==> src/rtl/stopwatch_seq_ctrl.sv <==
// -----------------------------------------------------------------------------
// stopwatch_seq_ctrl
//
// Sequencing controller for the stopwatch datapath. It turns debounced key
// pulses into run/stop/clear control for the time counter. While running it
// records lap times into a synchronous lap RAM. While stopped it browses the
// stored laps back to the display, oldest first.
//
// Ports
//   clk         in   system clock, rising edge
//   rst_n       in   asynchronous active-low reset
//   key_start   in   one-cycle pulse: START / STOP / RESET key
//   key_record  in   one-cycle pulse: lap record (RUN) / browse (STOP)
//   cnt_time    in   live counter value
//   ram_rdata   in   lap RAM read data, valid one cycle after ram_rden
//   cnt_en      out  counter enable, high in RUN
//   cnt_clr     out  counter clear, one-cycle pulse in CLEAR
//   ram_addr    out  lap RAM address (registered)
//   ram_wren    out  lap RAM write strobe
//   ram_rden    out  lap RAM read strobe
//   ram_wdata   out  lap RAM write data
//   disp_out    out  value to display
//   lap_count   out  number of stored laps, 0..DEPTH
//   state_o     out  IDLE=00 RUN=01 STOP=10 CLEAR=11
// -----------------------------------------------------------------------------
module stopwatch_seq_ctrl #(
    parameter int DATA_W = 24,
    parameter int ADDR_W = 3
) (
    input  logic              clk,
    input  logic              rst_n,
    input  logic              key_start,
    input  logic              key_record,
    input  logic [DATA_W-1:0] cnt_time,
    input  logic [DATA_W-1:0] ram_rdata,
    output logic              cnt_en,
    output logic              cnt_clr,
    output logic [ADDR_W-1:0] ram_addr,
    output logic              ram_wren,
    output logic              ram_rden,
    output logic [DATA_W-1:0] ram_wdata,
    output logic [DATA_W-1:0] disp_out,
    output logic [ADDR_W:0]   lap_count,
    output logic [1:0]        state_o
);

    localparam int              DEPTH = 2**ADDR_W;
    localparam logic [ADDR_W:0] FULL  = (ADDR_W+1)'(DEPTH);
    localparam logic [ADDR_W:0] ONE_L = (ADDR_W+1)'(1);
    localparam logic [ADDR_W-1:0] ONE_A = ADDR_W'(1);

    typedef enum logic [1:0] {
        S_IDLE  = 2'b00,
        S_RUN   = 2'b01,
        S_STOP  = 2'b10,
        S_CLEAR = 2'b11
    } state_t;

    state_t              state_q, state_d;
    logic [ADDR_W-1:0]   wr_ptr_q, wr_ptr_d;
    logic [ADDR_W-1:0]   rd_idx_q, rd_idx_d;
    logic [ADDR_W:0]     lap_cnt_q, lap_cnt_d;
    logic                browse_q, browse_d;
    logic [ADDR_W-1:0]   ram_addr_q, ram_addr_d;
    logic                ram_wren_q, ram_wren_d;
    logic                ram_rden_q, ram_rden_d;
    logic                rd_vld_q, rd_vld_d;
    logic [DATA_W-1:0]   wdata_q, wdata_d;
    logic [DATA_W-1:0]   disp_q, disp_d;

    logic                rec_ok;
    logic                do_wr;
    logic                do_rd;
    logic [ADDR_W-1:0]   oldest;
    logic [ADDR_W-1:0]   rd_addr;

    // ---------------- FSM: state register ----------------
    always_ff @(posedge clk or negedge rst_n) begin
        if (!rst_n) begin
            state_q <= S_IDLE;
        end else begin
            state_q <= state_d;
        end
    end

    // ---------------- FSM: next state ----------------
    always_comb begin
        state_d = state_q;
        case (state_q)
            S_IDLE:  if (key_start) state_d = S_RUN;
            S_RUN:   if (key_start) state_d = S_STOP;
            S_STOP:  if (key_start) state_d = S_CLEAR;
            S_CLEAR: state_d = S_IDLE;
            default: state_d = S_IDLE;
        endcase
    end

    // ---------------- FSM: outputs ----------------
    always_comb begin
        cnt_en  = (state_q == S_RUN);
        cnt_clr = (state_q == S_CLEAR);
        state_o = state_q;
    end

    // ---------------- lap memory sequencing ----------------
    always_comb begin
        // key_start has priority: a record pulse in the same cycle is dropped
        rec_ok  = key_record && !key_start;
        do_wr   = rec_ok && (state_q == S_RUN);
        do_rd   = rec_ok && (state_q == S_STOP) && (lap_cnt_q != '0);

        // once the ring has wrapped, the oldest lap sits at the write pointer
        oldest  = (lap_cnt_q == FULL) ? wr_ptr_q : '0;
        rd_addr = oldest + rd_idx_q;

        wr_ptr_d   = wr_ptr_q;
        rd_idx_d   = rd_idx_q;
        lap_cnt_d  = lap_cnt_q;
        browse_d   = browse_q;
        ram_addr_d = ram_addr_q;
        wdata_d    = wdata_q;
        ram_wren_d = do_wr;
        ram_rden_d = do_rd;
        // read data arrives the cycle after the strobe; capture it at that edge
        rd_vld_d   = ram_rden_q;

        if (do_wr) begin
            ram_addr_d = wr_ptr_q;
            wdata_d    = cnt_time;
            wr_ptr_d   = wr_ptr_q + ONE_A;
            if (lap_cnt_q != FULL) begin
                lap_cnt_d = lap_cnt_q + ONE_L;
            end
        end

        if (do_rd) begin
            ram_addr_d = rd_addr;
            rd_idx_d   = ({1'b0, rd_idx_q} == (lap_cnt_q - ONE_L)) ? '0 : rd_idx_q + ONE_A;
            browse_d   = 1'b1;
        end

        if (state_d == S_CLEAR) begin
            wr_ptr_d  = '0;
            rd_idx_d  = '0;
            lap_cnt_d = '0;
            browse_d  = 1'b0;
        end

        // display source; blanking on IDLE/CLEAR also drops any read still in flight
        disp_d = disp_q;
        if (state_d == S_IDLE || state_d == S_CLEAR) begin
            disp_d = '0;
        end else if (state_q == S_RUN) begin
            disp_d = cnt_time;
        end else if (state_q == S_STOP && browse_q && rd_vld_q) begin
            disp_d = ram_rdata;
        end
    end

    always_ff @(posedge clk or negedge rst_n) begin
        if (!rst_n) begin
            wr_ptr_q   <= '0;
            rd_idx_q   <= '0;
            lap_cnt_q  <= '0;
            browse_q   <= 1'b0;
            ram_addr_q <= '0;
            ram_wren_q <= 1'b0;
            ram_rden_q <= 1'b0;
            rd_vld_q   <= 1'b0;
            wdata_q    <= '0;
            disp_q     <= '0;
        end else begin
            wr_ptr_q   <= wr_ptr_d;
            rd_idx_q   <= rd_idx_d;
            lap_cnt_q  <= lap_cnt_d;
            browse_q   <= browse_d;
            ram_addr_q <= ram_addr_d;
            ram_wren_q <= ram_wren_d;
            ram_rden_q <= ram_rden_d;
            rd_vld_q   <= rd_vld_d;
            wdata_q    <= wdata_d;
            disp_q     <= disp_d;
        end
    end

    assign ram_addr  = ram_addr_q;
    assign ram_wren  = ram_wren_q;
    assign ram_rden  = ram_rden_q;
    assign ram_wdata = wdata_q;
    assign disp_out  = disp_q;
    assign lap_count = lap_cnt_q;

endmodule

==> config.mk <==
export PLATFORM = sky130hd
export DESIGN_NAME = stopwatch_seq_ctrl
export DESIGN_NICKNAME = d
export VERILOG_FILES = /design/src/rtl/stopwatch_seq_ctrl.sv
export SDC_FILE = /design/constraint.sdc
export NUM_CORES = 1
export LEC_CHECK = 0
export CAP_MARGIN = 20
export CORE_ASPECT_RATIO = 1.1
export CORE_MARGIN = 4
export CORE_UTILIZATION = 45
export CTS_CLUSTER_SIZE = 12
export DETAILED_ROUTE_END_ITERATION = 8
export HOLD_SLACK_MARGIN = 0.1
export PLACE_DENSITY_LB_ADDON = 0.05
export SLEW_MARGIN = 20
export SYNTH_ARGS = -nofsm -noshare
export SYNTH_HDL_FRONTEND = slang
export SYNTH_SLANG_ARGS = --single-unit
==> constraint.sdc <==
create_clock -name clk -period 2.83 [get_ports clk]
set_input_delay 0.7075 -clock clk [delete_from_list [all_inputs] [get_ports clk]]
set_output_delay 0.7075 -clock clk [all_outputs]
set_load 0.01 [all_outputs]
==> results.ini <==
[critical_path]
arrival_ns = 2.73
critPathSlowestCell = dfrtp_1
cp-start-kind = flop
cp-startpoint = lap_count[0]
reg2reg_slack_ns = 0.33
cp_cell_sequence = inv_1, ha_1, and2b_2, and3_1, ha_1, inv_1, fa_1, xor2_1, or3_1, o32ai_1, a31oi_1
required_ns = 3.05
cp_slowest_stage_delay_ns = 0.42
worst-path-max-fanout = 5
r2r_start = lap_count[0]
timing.rr.end = ram_addr[2]
rr_worst_depth = 11
worstSetupEndpointType = flop
crit_type = reg -> reg

[finish]
diodes = 0
final_nets = 432
final_area_um2 = 4612
area_growth_pct = 41.01
drive_gt1_share_pct = 15.38

[synth]
syn_inst = 261
synth_fp_nets = 321
netlist_area_um2 = 3271
ys_seq_area_share_pct = 51.26
synth.top_cell.area_share_pct = 51.26
ys.flop_type = dfrtp_1
ys_types = 44
postSynthAreaPerCell_um2 = 12.53
synth_warnings = 0
synth.area.top_cells = dfrtp_1 51%, mux2i_1 8.6%, mux2_2 8.3%
ys_ff_latch = 67
yosys.area.top_type = dfrtp_1
synthArstFlopShare_pct = 100.0
synth_edf_count = 0

[sta]
fin_crit_ns = 2.504
fin_skew_ns = 0.009482
finalSetupViolations = 0
max_freq_mhz = 399.4
setup_tns_ns = 0
slew_headroom_pct = 71.61
rsz0062_at_grt = no
post-route-period-util_pct = 88.47
worst_pin_slew_ns = 0.4259
slew_viol_final = 0
whs_ns = 0.3677
finalHoldViolations = 0
setup_ws_ns = 0.3262

[global_routing]
grt_overflow_total = 0
grt_max_degree = 68
grt_pass1_wl_um = 12400
grtUsageTotal_pct = 18.40
grt_pass1_vias = 2531
antenna_found_initial = 0

[floorplan]
rows = 32
die_h_um = 97.42
ioPinCount = 113
start_util_pct = 46.41
core-area_um2 = 7047
die_x_um = 89.29
dieArea_um2 = 8698

[pwr]
p_leak_uw = 0.002007
power.density_nw_per_um2 = 1105
ir_drop_mv = 0.6737

[job]
drv_cap = 0

[cts]
clock-sinks = 67
path_clk_slew_ns = 0.08
htreeDepth = 3
clock_path_buffers = 2
cts_hold_buf = 0
cts_setup_buffers = 0
clk_latency_ns = 0.34
numCtsBuffers = 9
cts_resized = 0
cts_root_buffer = clkbuf_8
cts_tree = built

[drt]
firstDrtPassIters = 4
ant_nets = 0
wl_um = 7508
first_iter_violations = 89
num_vias = 2407
wl_per_cell_um = 16.25
vias_per_cell = 5.210
drcViolationCount = 0

[worst_hold_path]
hp-class = in -> async

[placement]
place_hpwl_um = 5362
placed_area_um2 = 4419
place.gp.congestion = 0.8200
place_ws_ns = 0.2961
portBuffers = 112

[outcome]
status = finished clean

critical path: cells and delay by family (launching register included):
kind                       cells  cell delay, ns
adders and majority gates      3            0.73
and+or+nand+nor                3            0.69
DFF                            1            0.42
buffers and inverters          2            0.22
AOI/OAI and AO/OA              2            0.19
xor gates and xnor gates       1            0.14
worst max path at each step:
stage | to | slack (ns)
after global routing | ram_addr[2] | 0.16
after global placement | disp_out[6] | 0.34
after CTS | cnt_en | 0.30
after detailed placement | disp_out[20] | 0.30
final | ram_addr[2] | 0.33
after floorplan | ram_addr[2] | 0.47
state kept, by name, indices dropped and copies added (netlist names):
register   cells
wr_ptr_q       3
state_o        2
rd_idx_q       3
ram_wdata     24
lap_count      4
ram_wren       1
rd_vld_q       1
browse_q       1
ram_addr       3
ram_rden       1
disp_out      24
per-layer routing:
layer,vias to the layer above,share of wire (%),track usage (%)
li1,1150,-,-
met1,1167,41,22.75
met2,71,50,29.61
met3,19,5.8,4.665
met4,0,3.3,8.477
met5,-,0,0
cells in the final DEF (no fill, tap or decap), types with 2 or more instances in the layout:
master / count
clkdlybuf4s50_1: 111
dfrtp_1: 67
nor2_1: 32
mux2i_1: 28
mux2_2: 24
a22o_1: 24
nand2_1: 10
clkbuf_8: 9
ha_1: 7
inv_1: 6
o21ai_0: 5
xor2_1: 4
a21oi_1: 4
clkinv_2: 3
buf_12: 3
inv_4: 2
xnor2_1: 2
clkinvlp_4: 2
buf_4: 2
cells by family (layout without fill, tap and decap cells):
group | after synthesis | in the layout | share of synthesized area [%]
flops | 67 | 67 | 51.26
xor+xnor | 7 | 7 | 2.410
mux | 52 | 52 | 16.83
fa+ha+maj | 8 | 8 | 3.290
compound gates | 41 | 41 | 10.21
buf+inv | 25 | 141 | 5.662
simple gates | 61 | 61 | 10.33
metrics by stage:
step	total power (µW)	utilization (%)	instances
floorplan	3322	-	261
global route	5487	65.45	462
detailed placement	4388	62.71	446
global placement	4328	62.71	446
CTS	5178	65.45	462
finish	5096	65.45	462
report_power, final:
group | internal [µW] | switching (µW) | total [µW]
logic | 1490 | 1220 | 2710
registers | 1350 | 251 | 1610
clock network | 403 | 373 | 777
total | 3250 | 1840 | 5100
synthesized netlist by cell type (all sizes together) (4+ instances only):
cell type	count
a21oi	4
a22o	24
buf	13
clkbuf	4
dfrtp	67
ha	7
inv	8
mux2	24
mux2i	28
nand2	10
nor2	32
o21ai	5
xor2	4
area by class of cell:
| type | instances | area [µm²] |
|---|---|---|
| Timing Repair Buffer | 117 | 1191 |
| Fill cell | 575 | 2435 |
| Sequential cell | 67 | 1677 |
| Clock inverter | 7 | 68.82 |
| Inverter | 8 | 35.03 |
| Tap cell | 85 | 106.4 |
| Multi-Input combinational cell | 169 | 1410 |
| Clock buffer | 9 | 123.9 |
Power figures use the tool's default switching activity.
